--- src/rtl/panda_risc_v_mul_pkg.sv ---
// Shared encodings for the PANDA RISC-V multiply unit: operation modes, FSM states
// and the digit-step count helper.
package panda_risc_v_mul_pkg;

  typedef enum logic [1:0] {
    MODE_MUL    = 2'b00,
    MODE_MULH   = 2'b01,
    MODE_MULHSU = 2'b10,
    MODE_MULHU  = 2'b11
  } mul_mode_e;

  typedef enum logic [1:0] {
    ST_IDLE = 2'b00,
    ST_CALC = 2'b01,
    ST_DONE = 2'b10
  } mul_state_e;

  // ceil((dw+1)/kw): digit steps covering the (dw+1)-bit extended multiplier.
  function automatic int mul_steps(input int dw, input int kw);
    return (dw + kw) / kw;
  endfunction

  function automatic logic mode_a_signed(input mul_mode_e m);
    return (m == MODE_MULH) || (m == MODE_MULHSU);
  endfunction

  function automatic logic mode_b_signed(input mul_mode_e m);
    return m == MODE_MULH;
  endfunction

endpackage

--- src/rtl/panda_risc_v_mul_unit_fifo.sv ---
// Register-based first-word-fall-through FIFO; the head entry is visible on rdata_o
// whenever empty_o is low. flush_i empties it on the next edge.
module panda_risc_v_mul_unit_fifo #(
  parameter int DEPTH = 2,
  parameter int WIDTH = 8
) (
  input  logic             clk,
  input  logic             resetn,
  input  logic             flush_i,
  input  logic             push_i,
  input  logic [WIDTH-1:0] wdata_i,
  input  logic             pop_i,
  output logic [WIDTH-1:0] rdata_o,
  output logic             full_o,
  output logic             empty_o
);
  localparam int PTR_W = (DEPTH > 1) ? $clog2(DEPTH) : 1;
  localparam int CNT_W = $clog2(DEPTH + 1);
  localparam logic [PTR_W-1:0] PTR_LAST = PTR_W'(DEPTH - 1);
  localparam logic [CNT_W-1:0] CNT_FULL = CNT_W'(DEPTH);

  logic [WIDTH-1:0] mem_q [DEPTH];
  logic [PTR_W-1:0] wr_ptr_q;
  logic [PTR_W-1:0] rd_ptr_q;
  logic [CNT_W-1:0] cnt_q;
  logic             do_push;
  logic             do_pop;

  function automatic logic [PTR_W-1:0] ptr_inc(input logic [PTR_W-1:0] p);
    return (p == PTR_LAST) ? '0 : p + PTR_W'(1);
  endfunction

  assign full_o  = (cnt_q == CNT_FULL);
  assign empty_o = (cnt_q == '0);
  assign do_push = push_i && !full_o;
  assign do_pop  = pop_i && !empty_o;
  assign rdata_o = mem_q[rd_ptr_q];

  always_ff @(posedge clk or negedge resetn) begin
    if (!resetn) begin
      wr_ptr_q <= '0;
      rd_ptr_q <= '0;
      cnt_q    <= '0;
    end else if (flush_i) begin
      wr_ptr_q <= '0;
      rd_ptr_q <= '0;
      cnt_q    <= '0;
    end else begin
      if (do_push) wr_ptr_q <= ptr_inc(wr_ptr_q);
      if (do_pop)  rd_ptr_q <= ptr_inc(rd_ptr_q);
      if (do_push && !do_pop)      cnt_q <= cnt_q + CNT_W'(1);
      else if (!do_push && do_pop) cnt_q <= cnt_q - CNT_W'(1);
    end
  end

  always_ff @(posedge clk) begin
    if (do_push) mem_q[wr_ptr_q] <= wdata_i;
  end

endmodule

--- src/rtl/panda_risc_v_mul_unit.sv ---
// RISC-V M-extension multiplier: buffered requests, digit-serial signed/unsigned
// multiply with zero-operand and last-product shortcuts, in-order results.
module panda_risc_v_mul_unit
  import panda_risc_v_mul_pkg::*;
#(
  parameter int inst_id_width    = 4,
  parameter int data_width       = 32,
  parameter int digit_width      = 8,
  parameter int in_buf_depth     = 2,
  parameter int simulation_delay = 1
) (
  input  logic                     clk,
  input  logic                     resetn,
  input  logic [data_width-1:0]    s_mul_req_op_a,
  input  logic [data_width-1:0]    s_mul_req_op_b,
  input  logic [1:0]               s_mul_req_mode,
  input  logic [4:0]               s_mul_req_rd_id,
  input  logic [inst_id_width-1:0] s_mul_req_inst_id,
  input  logic                     s_mul_req_valid,
  output logic                     s_mul_req_ready,
  output logic [data_width-1:0]    m_mul_res_data,
  output logic [4:0]               m_mul_res_rd_id,
  output logic [inst_id_width-1:0] m_mul_res_inst_id,
  output logic                     m_mul_res_valid,
  input  logic                     m_mul_res_ready,
  input  logic                     flush
);
  localparam int W      = data_width;
  localparam int K      = digit_width;
  localparam int PW     = 2 * W;
  localparam int STEPS  = mul_steps(W, K);
  localparam int BW     = STEPS * K;
  localparam int CNT_W  = $clog2(STEPS);
  localparam int FIFO_W = 2 * W + 2 + 5 + inst_id_width;
  localparam logic [CNT_W-1:0] CNT_LAST = CNT_W'(STEPS - 1);

  if (data_width < 8 || data_width > 64 || digit_width < 1 || digit_width > data_width ||
      in_buf_depth < 1 || in_buf_depth > 8 || simulation_delay < 0) begin : g_param_check
    $error("panda_risc_v_mul_unit: illegal parameter value");
  end

  logic                     fifo_push;
  logic                     fifo_pop;
  logic                     fifo_full;
  logic                     fifo_empty;
  logic [FIFO_W-1:0]        fifo_rdata;

  logic [W-1:0]             hd_a;
  logic [W-1:0]             hd_b;
  logic [1:0]               hd_mode_raw;
  logic [4:0]               hd_rd;
  logic [inst_id_width-1:0] hd_inst;
  mul_mode_e                hd_mode;
  logic                     hd_sa;
  logic                     hd_sb;
  logic                     hd_zero;
  logic                     cache_hit;

  mul_state_e               state_q;
  mul_state_e               state_d;
  logic                     start_calc;
  logic                     start_fast;
  logic                     calc_step;
  logic                     calc_last;

  logic signed [PW-1:0]     a_sh_q;
  logic [BW-1:0]            b_sh_q;
  logic signed [PW-1:0]     acc_q;
  logic [CNT_W-1:0]         cnt_q;
  logic [K-1:0]             dig;
  logic                     dig_sign;
  logic signed [PW-1:0]     dig_ext;
  logic signed [PW-1:0]     pp;
  logic signed [PW-1:0]     acc_nxt;

  logic [W-1:0]             res_data_q;
  logic [4:0]               res_rd_q;
  logic [inst_id_width-1:0] res_inst_q;

  logic                     cache_vld_q;
  logic [PW-1:0]            cache_prod_q;
  logic [W-1:0]             cache_a_q;
  logic [W-1:0]             cache_b_q;
  logic                     cache_sa_q;
  logic                     cache_sb_q;

  function automatic logic [W-1:0] sel_half(input logic [PW-1:0] prod, input mul_mode_e m);
    return (m == MODE_MUL) ? prod[W-1:0] : prod[PW-1:W];
  endfunction

  assign fifo_push = s_mul_req_valid && s_mul_req_ready && !flush;

  panda_risc_v_mul_unit_fifo #(
    .DEPTH (in_buf_depth),
    .WIDTH (FIFO_W)
  ) u_in_buf (
    .clk     (clk),
    .resetn  (resetn),
    .flush_i (flush),
    .push_i  (fifo_push),
    .wdata_i ({s_mul_req_op_a, s_mul_req_op_b, s_mul_req_mode, s_mul_req_rd_id, s_mul_req_inst_id}),
    .pop_i   (fifo_pop),
    .rdata_o (fifo_rdata),
    .full_o  (fifo_full),
    .empty_o (fifo_empty)
  );

  // The head entry stays in the buffer until its result is taken, so it doubles
  // as the operand register for the whole operation.
  assign {hd_a, hd_b, hd_mode_raw, hd_rd, hd_inst} = fifo_rdata;
  assign hd_mode = mul_mode_e'(hd_mode_raw);
  assign hd_sa   = mode_a_signed(hd_mode);
  assign hd_sb   = mode_b_signed(hd_mode);
  assign hd_zero = (hd_a == '0) || (hd_b == '0);

  // The low half is identical for every signedness, so MUL may reuse any cached product.
  assign cache_hit = cache_vld_q && (cache_a_q == hd_a) && (cache_b_q == hd_b) &&
                     ((hd_mode == MODE_MUL) || ((cache_sa_q == hd_sa) && (cache_sb_q == hd_sb)));

  always_comb begin
    state_d    = state_q;
    start_calc = 1'b0;
    start_fast = 1'b0;
    calc_step  = 1'b0;
    calc_last  = 1'b0;
    fifo_pop   = 1'b0;
    case (state_q)
      ST_IDLE: begin
        if (!fifo_empty) begin
          if (hd_zero || cache_hit) begin
            start_fast = 1'b1;
            state_d    = ST_DONE;
          end else begin
            start_calc = 1'b1;
            state_d    = ST_CALC;
          end
        end
      end
      ST_CALC: begin
        calc_step = 1'b1;
        if (cnt_q == CNT_LAST) begin
          calc_last = 1'b1;
          state_d   = ST_DONE;
        end
      end
      ST_DONE: begin
        if (m_mul_res_ready) begin
          fifo_pop = 1'b1;
          state_d  = ST_IDLE;
        end
      end
      default: state_d = ST_IDLE;
    endcase
    if (flush) state_d = ST_IDLE;
  end

  always_ff @(posedge clk or negedge resetn) begin
    if (!resetn) begin
      state_q     <= ST_IDLE;
      cache_vld_q <= 1'b0;
    end else begin
      state_q <= state_d;
      if (flush)          cache_vld_q <= 1'b0;
      else if (calc_last) cache_vld_q <= 1'b1;
    end
  end

  // Digit step: LSB digit first; only the top digit carries op_b's sign.
  assign dig      = b_sh_q[K-1:0];
  assign dig_sign = (cnt_q == CNT_LAST) && hd_sb && dig[K-1];
  assign dig_ext  = {{(PW-K){dig_sign}}, dig};
  assign pp       = a_sh_q * dig_ext;
  assign acc_nxt  = acc_q + pp;

  always_ff @(posedge clk) begin
    if (start_calc) begin
      a_sh_q <= {{W{hd_sa & hd_a[W-1]}}, hd_a};
      b_sh_q <= {{(BW-W){hd_sb & hd_b[W-1]}}, hd_b};
      acc_q  <= '0;
      cnt_q  <= '0;
    end else if (calc_step) begin
      a_sh_q <= a_sh_q << K;
      b_sh_q <= b_sh_q >> K;
      acc_q  <= acc_nxt;
      cnt_q  <= cnt_q + CNT_W'(1);
    end

    if (start_fast) begin
      res_data_q <= hd_zero ? '0 : sel_half(cache_prod_q, hd_mode);
      res_rd_q   <= hd_rd;
      res_inst_q <= hd_inst;
    end else if (calc_last) begin
      res_data_q <= sel_half(acc_nxt, hd_mode);
      res_rd_q   <= hd_rd;
      res_inst_q <= hd_inst;
    end

    if (calc_last) begin
      cache_prod_q <= acc_nxt;
      cache_a_q    <= hd_a;
      cache_b_q    <= hd_b;
      cache_sa_q   <= hd_sa;
      cache_sb_q   <= hd_sb;
    end
  end

  assign s_mul_req_ready   = !fifo_full;
  assign m_mul_res_valid   = (state_q == ST_DONE);
  assign m_mul_res_data    = res_data_q;
  assign m_mul_res_rd_id   = res_rd_q;
  assign m_mul_res_inst_id = res_inst_q;

endmodule
--- config.mk ---
export PLATFORM = sky130hd
export DESIGN_NAME = panda_risc_v_mul_unit
export DESIGN_NICKNAME = d
export VERILOG_FILES = /design/src/rtl/panda_risc_v_mul_pkg.sv /design/src/rtl/panda_risc_v_mul_unit_fifo.sv /design/src/rtl/panda_risc_v_mul_unit.sv
export SDC_FILE = /design/constraint.sdc
export NUM_CORES = 2
export LEC_CHECK = 0
export CORE_ASPECT_RATIO = 0.8
export CORE_MARGIN = 2
export CORE_UTILIZATION = 57
export DETAILED_ROUTE_END_ITERATION = 8
export PLACE_DENSITY = 0.78
export SYNTH_ARGS = -nofsm -noshare
export SYNTH_HDL_FRONTEND = slang
export SYNTH_HIERARCHICAL = 1
export SYNTH_SLANG_ARGS = --single-unit
--- constraint.sdc ---
create_clock -name clk -period 6.85 [get_ports clk]
set_clock_uncertainty 0.05 [all_clocks]
set_input_delay 1.37 -clock clk [delete_from_list [all_inputs] [get_ports clk]]
set_output_delay 1.37 -clock clk [all_outputs]
set_load 0.02 [all_outputs]
==> flow_summary.yaml <==
logic_synthesis:
  synthesis.nets: 4129
  ys_warn_count: 6
  yosysSeqAreaShare_pct: 37.18
  synthCells: 3443
  synth_edf_count: 418
  syn_area_um2: 37840
  yosys.area.top_type: "edfxtp_1"
  syn_area_per_cell_um2: 10.99
  synth_common_cells: "inv_1 (576), fa_1 (463), edfxtp_1 (418), nand2_1 (366), and2_1 (282)"
  synth-async-reset-ratio_pct: 1.423
  synth_seq_cells: 492
  yosysMostFrequentCell: "inv_1"
  synth_top_cells_by_area: "edfxtp_1 (33%), fa_1 (24%), inv_1 (5.7%)"
  synth_top_cell_area_share_pct: 33.17
  synth_top_flop_cell: "edfxtp_1"
  synth_cell_types: 75
final_layout:
  drive_above_1_share_pct: 16.69
  multiInputGateArea_um2: 21970
  antenna_cells: 0
  num-nets-final: 4328
  fillers: 4726
  seqCellArea_um2: 14070
  syn_to_final_growth_pct: 16.50
clocking:
  cts-htree-levels: 2
  insertion_delay_ps: 630
  cts_root_buf: "clkbuf_16"
  cts_tree: "built"
  clock_path_buffers: 3
  clock_sinks: 492
  path_clk_slew_ps: 70
  cts_buffers: 52
critical_path:
  crit_path_frequent_cell: "fa_1"
  cp_slowest_cell: "fa_1"
  max_stage_delay_ps: 530
  critPathMaxFanout: 15
  cp_top_family: "adder cells"
  start_kind: "flop"
  worstPathRequired_ps: 7330
  cp-end-kind: "flop"
  critical_path_class: "reg2reg"
  cp.buffers_inverters: 10
  arrival_ps: 7390
sta:
  slew_violations: 0
  max_slew_margin_pct: 27.37
  rsz0062_at_grt: "true"
  finalWorstSetupSlack_ps: -67.95
  setup_viol: 11
  tns_ps: -354.6
  max_clock_freq_mhz: 144.6
  min_period_ps: 6918
  hold_viol_final: 0
  post-route-period-util_pct: 101.0
  tightest_slew_ps: 1090
detailed_routing:
  detail_route.wl_per_cell_um: 21.46
  ant_nets: 0
  drt_pre_antenna_iters: 5
  drc: 0
  via_per_inst: 5.723
  vias: 26010
  totalWireLength_um: 97550
  first_iter_violations: 2714
placed_design:
  place_hpwl_um: 71500
  globalplace.congestion: 0.9481
  port_buffers: 122
status:
  violations: "negative setup slack"
  status: "complete, but fails checks"
job:
  maxCapViolCount: 0
global_route:
  gr-usage-all-layers_pct: 28.87
  grt_pass1_vias: 26320
  grt_start_max_net_pins: 96
  grt_antenna_before_repair: 0
  grt_pass1_wl_um: 152000
  grt-ovfl-total: 0
worst_hold_path:
  hold_path_class: "reg2reg"
floorplanning:
  num_rows: 84
  die_h_um: 234.5
  die_w_um: 292.1
  pin_count: 123
  die_area_um2: 68480
  start_util_pct: 57.61
  core_um2: 65690
[logic make-up (layout without fill, tap and decap cells)]
| group | after synthesis | count (layout) | share of synthesized area, % |
|---|---|---|---|
| simple gates | 944 | 944 | 12.28 |
| xor+xnor | 118 | 118 | 2.731 |
| flops | 492 | 492 | 37.18 |
| buf+inv | 771 | 1013 | 7.780 |
| mux | 139 | 139 | 4.083 |
| fa+ha+maj | 606 | 606 | 29.22 |
| compound gates | 373 | 373 | 6.728 |
[repair_timing]
| item | CTS | global route |
|---|---|---|
| pin swaps | 25 | 66 |
| endpoints found under the setup margin | 42 | 85 |
| hold buffers | 0 | 0 |
| resized for setup | 57 | 173 |
| setup buffers | 16 | 19 |
| gates cloned | 1 | 1 |
[final cells by class]
cell class,instances,share of cell area (%)
well taps,860,2.441
clock inverters,32,0.7918
clock buffers,65,3.133
multi-input cells,2180,49.82
repair buffers,339,6.975
inverters,577,4.924
flip-flops and latches,492,31.91
[stage by stage]
stage,hold WS [ps],instances,utilization (%),cell area (µm²),setup WS (ps)
6_report,415.8,4545,67.12,44090,-67.95
5_1_grt,427.6,4545,67.12,44090,-281.6
4_1_cts,415.1,4526,65.70,43160,-32.57
3_5_place_dp,404.1,4412,62.35,40960,-259.2
3_3_place_gp,398.1,4412,62.35,40960,-161.1
2_1_floorplan,381.5,3443,-,37950,4.317
[final timing paths]
| check | slack, ps | depth (start not counted) | from | to |
|---|---|---|---|---|
| worst max-delay path | -70 | 28 | u_in_buf/rd_ptr_q$_DFFE_PN0P_ | acc_q[63]$_SDFFE_PP0P_ |
| worst min-delay path | 420 | 2 | acc_q[23]$_SDFFE_PP0P_ | acc_q[23]$_SDFFE_PP0P_ |
| worst max register to register | -70 | 28 | u_in_buf/rd_ptr_q$_DFFE_PN0P_ | acc_q[63]$_SDFFE_PP0P_ |
| worst min register to register | 420 | 2 | acc_q[23]$_SDFFE_PP0P_ | acc_q[23]$_SDFFE_PP0P_ |
| max in group asynchronous | 5250 | 1 | resetn | u_in_buf/rd_ptr_q$_DFFE_PN0P_ |
| min in group asynchronous | 1080 | 1 | resetn | state_q[0]$_DFFE_PN0P_ |
[layout by cell type (no fill, tap or decap), drive strengths merged, types with 13 or more instances in the layout]
cell type,synthesis,final
inv,577,579
nor4,28,28
nor2,112,112
clkinv,0,24
xnor2,70,70
clkbuf,130,66
nand4,24,24
nand3,67,67
mux2i,16,16
dfxtp,67,67
buf,64,216
and3,13,13
ha,143,143
nor3,16,16
mux2,123,123
fa,463,463
nand2,366,366
a22o,20,20
clkdlybuf4s50,0,122
and2,282,282
a31oi,14,14
xor2,48,48
a21o,62,62
o22ai,13,13
edfxtp,418,418
a21oi,78,78
o21ai,75,75
[worst reg2reg max path, delay by kind of cell (launching register included)]
family,cells,cell delay (ps)
DFF,1,430
buffers and inverters,10,1130
and+or+nand+nor,6,1420
adders and majority gates,7,2900
muxes,1,320
xor gates and xnor gates,1,190
AOI/OAI and AO/OA,3,390
[metal layers]
layer	global-route usage, %	vias up	part of all wire (%)
met3	7.156	134	11
met2	42.67	1271	44
met4	6.411	0	2.0
met1	43.36	13070	43
li1	-	11540	-
met5	0	-	0
[flip-flops by register name (all words and copies together) (netlist names)]
name	cells
b_sh_q	33
acc_q	64
u_in_buf/mem_q	150
u_in_buf/cnt_q	2
cache_sa_q	1
m_mul_res_data	32
m_mul_res_rd_id	5
cnt_q	3
cache_prod_q	64
cache_b_q	32
cache_a_q	32
u_in_buf/rd_ptr_q	1
cache_vld_q	1
m_mul_res_inst_id	4
a_sh_q	64
cache_sb_q	1
u_in_buf/wr_ptr_q	1
state_q	2
Power is left out: the tool's default activity adds up to more than one toggle a clock period on the data nets, which glitch-free logic cannot reach.
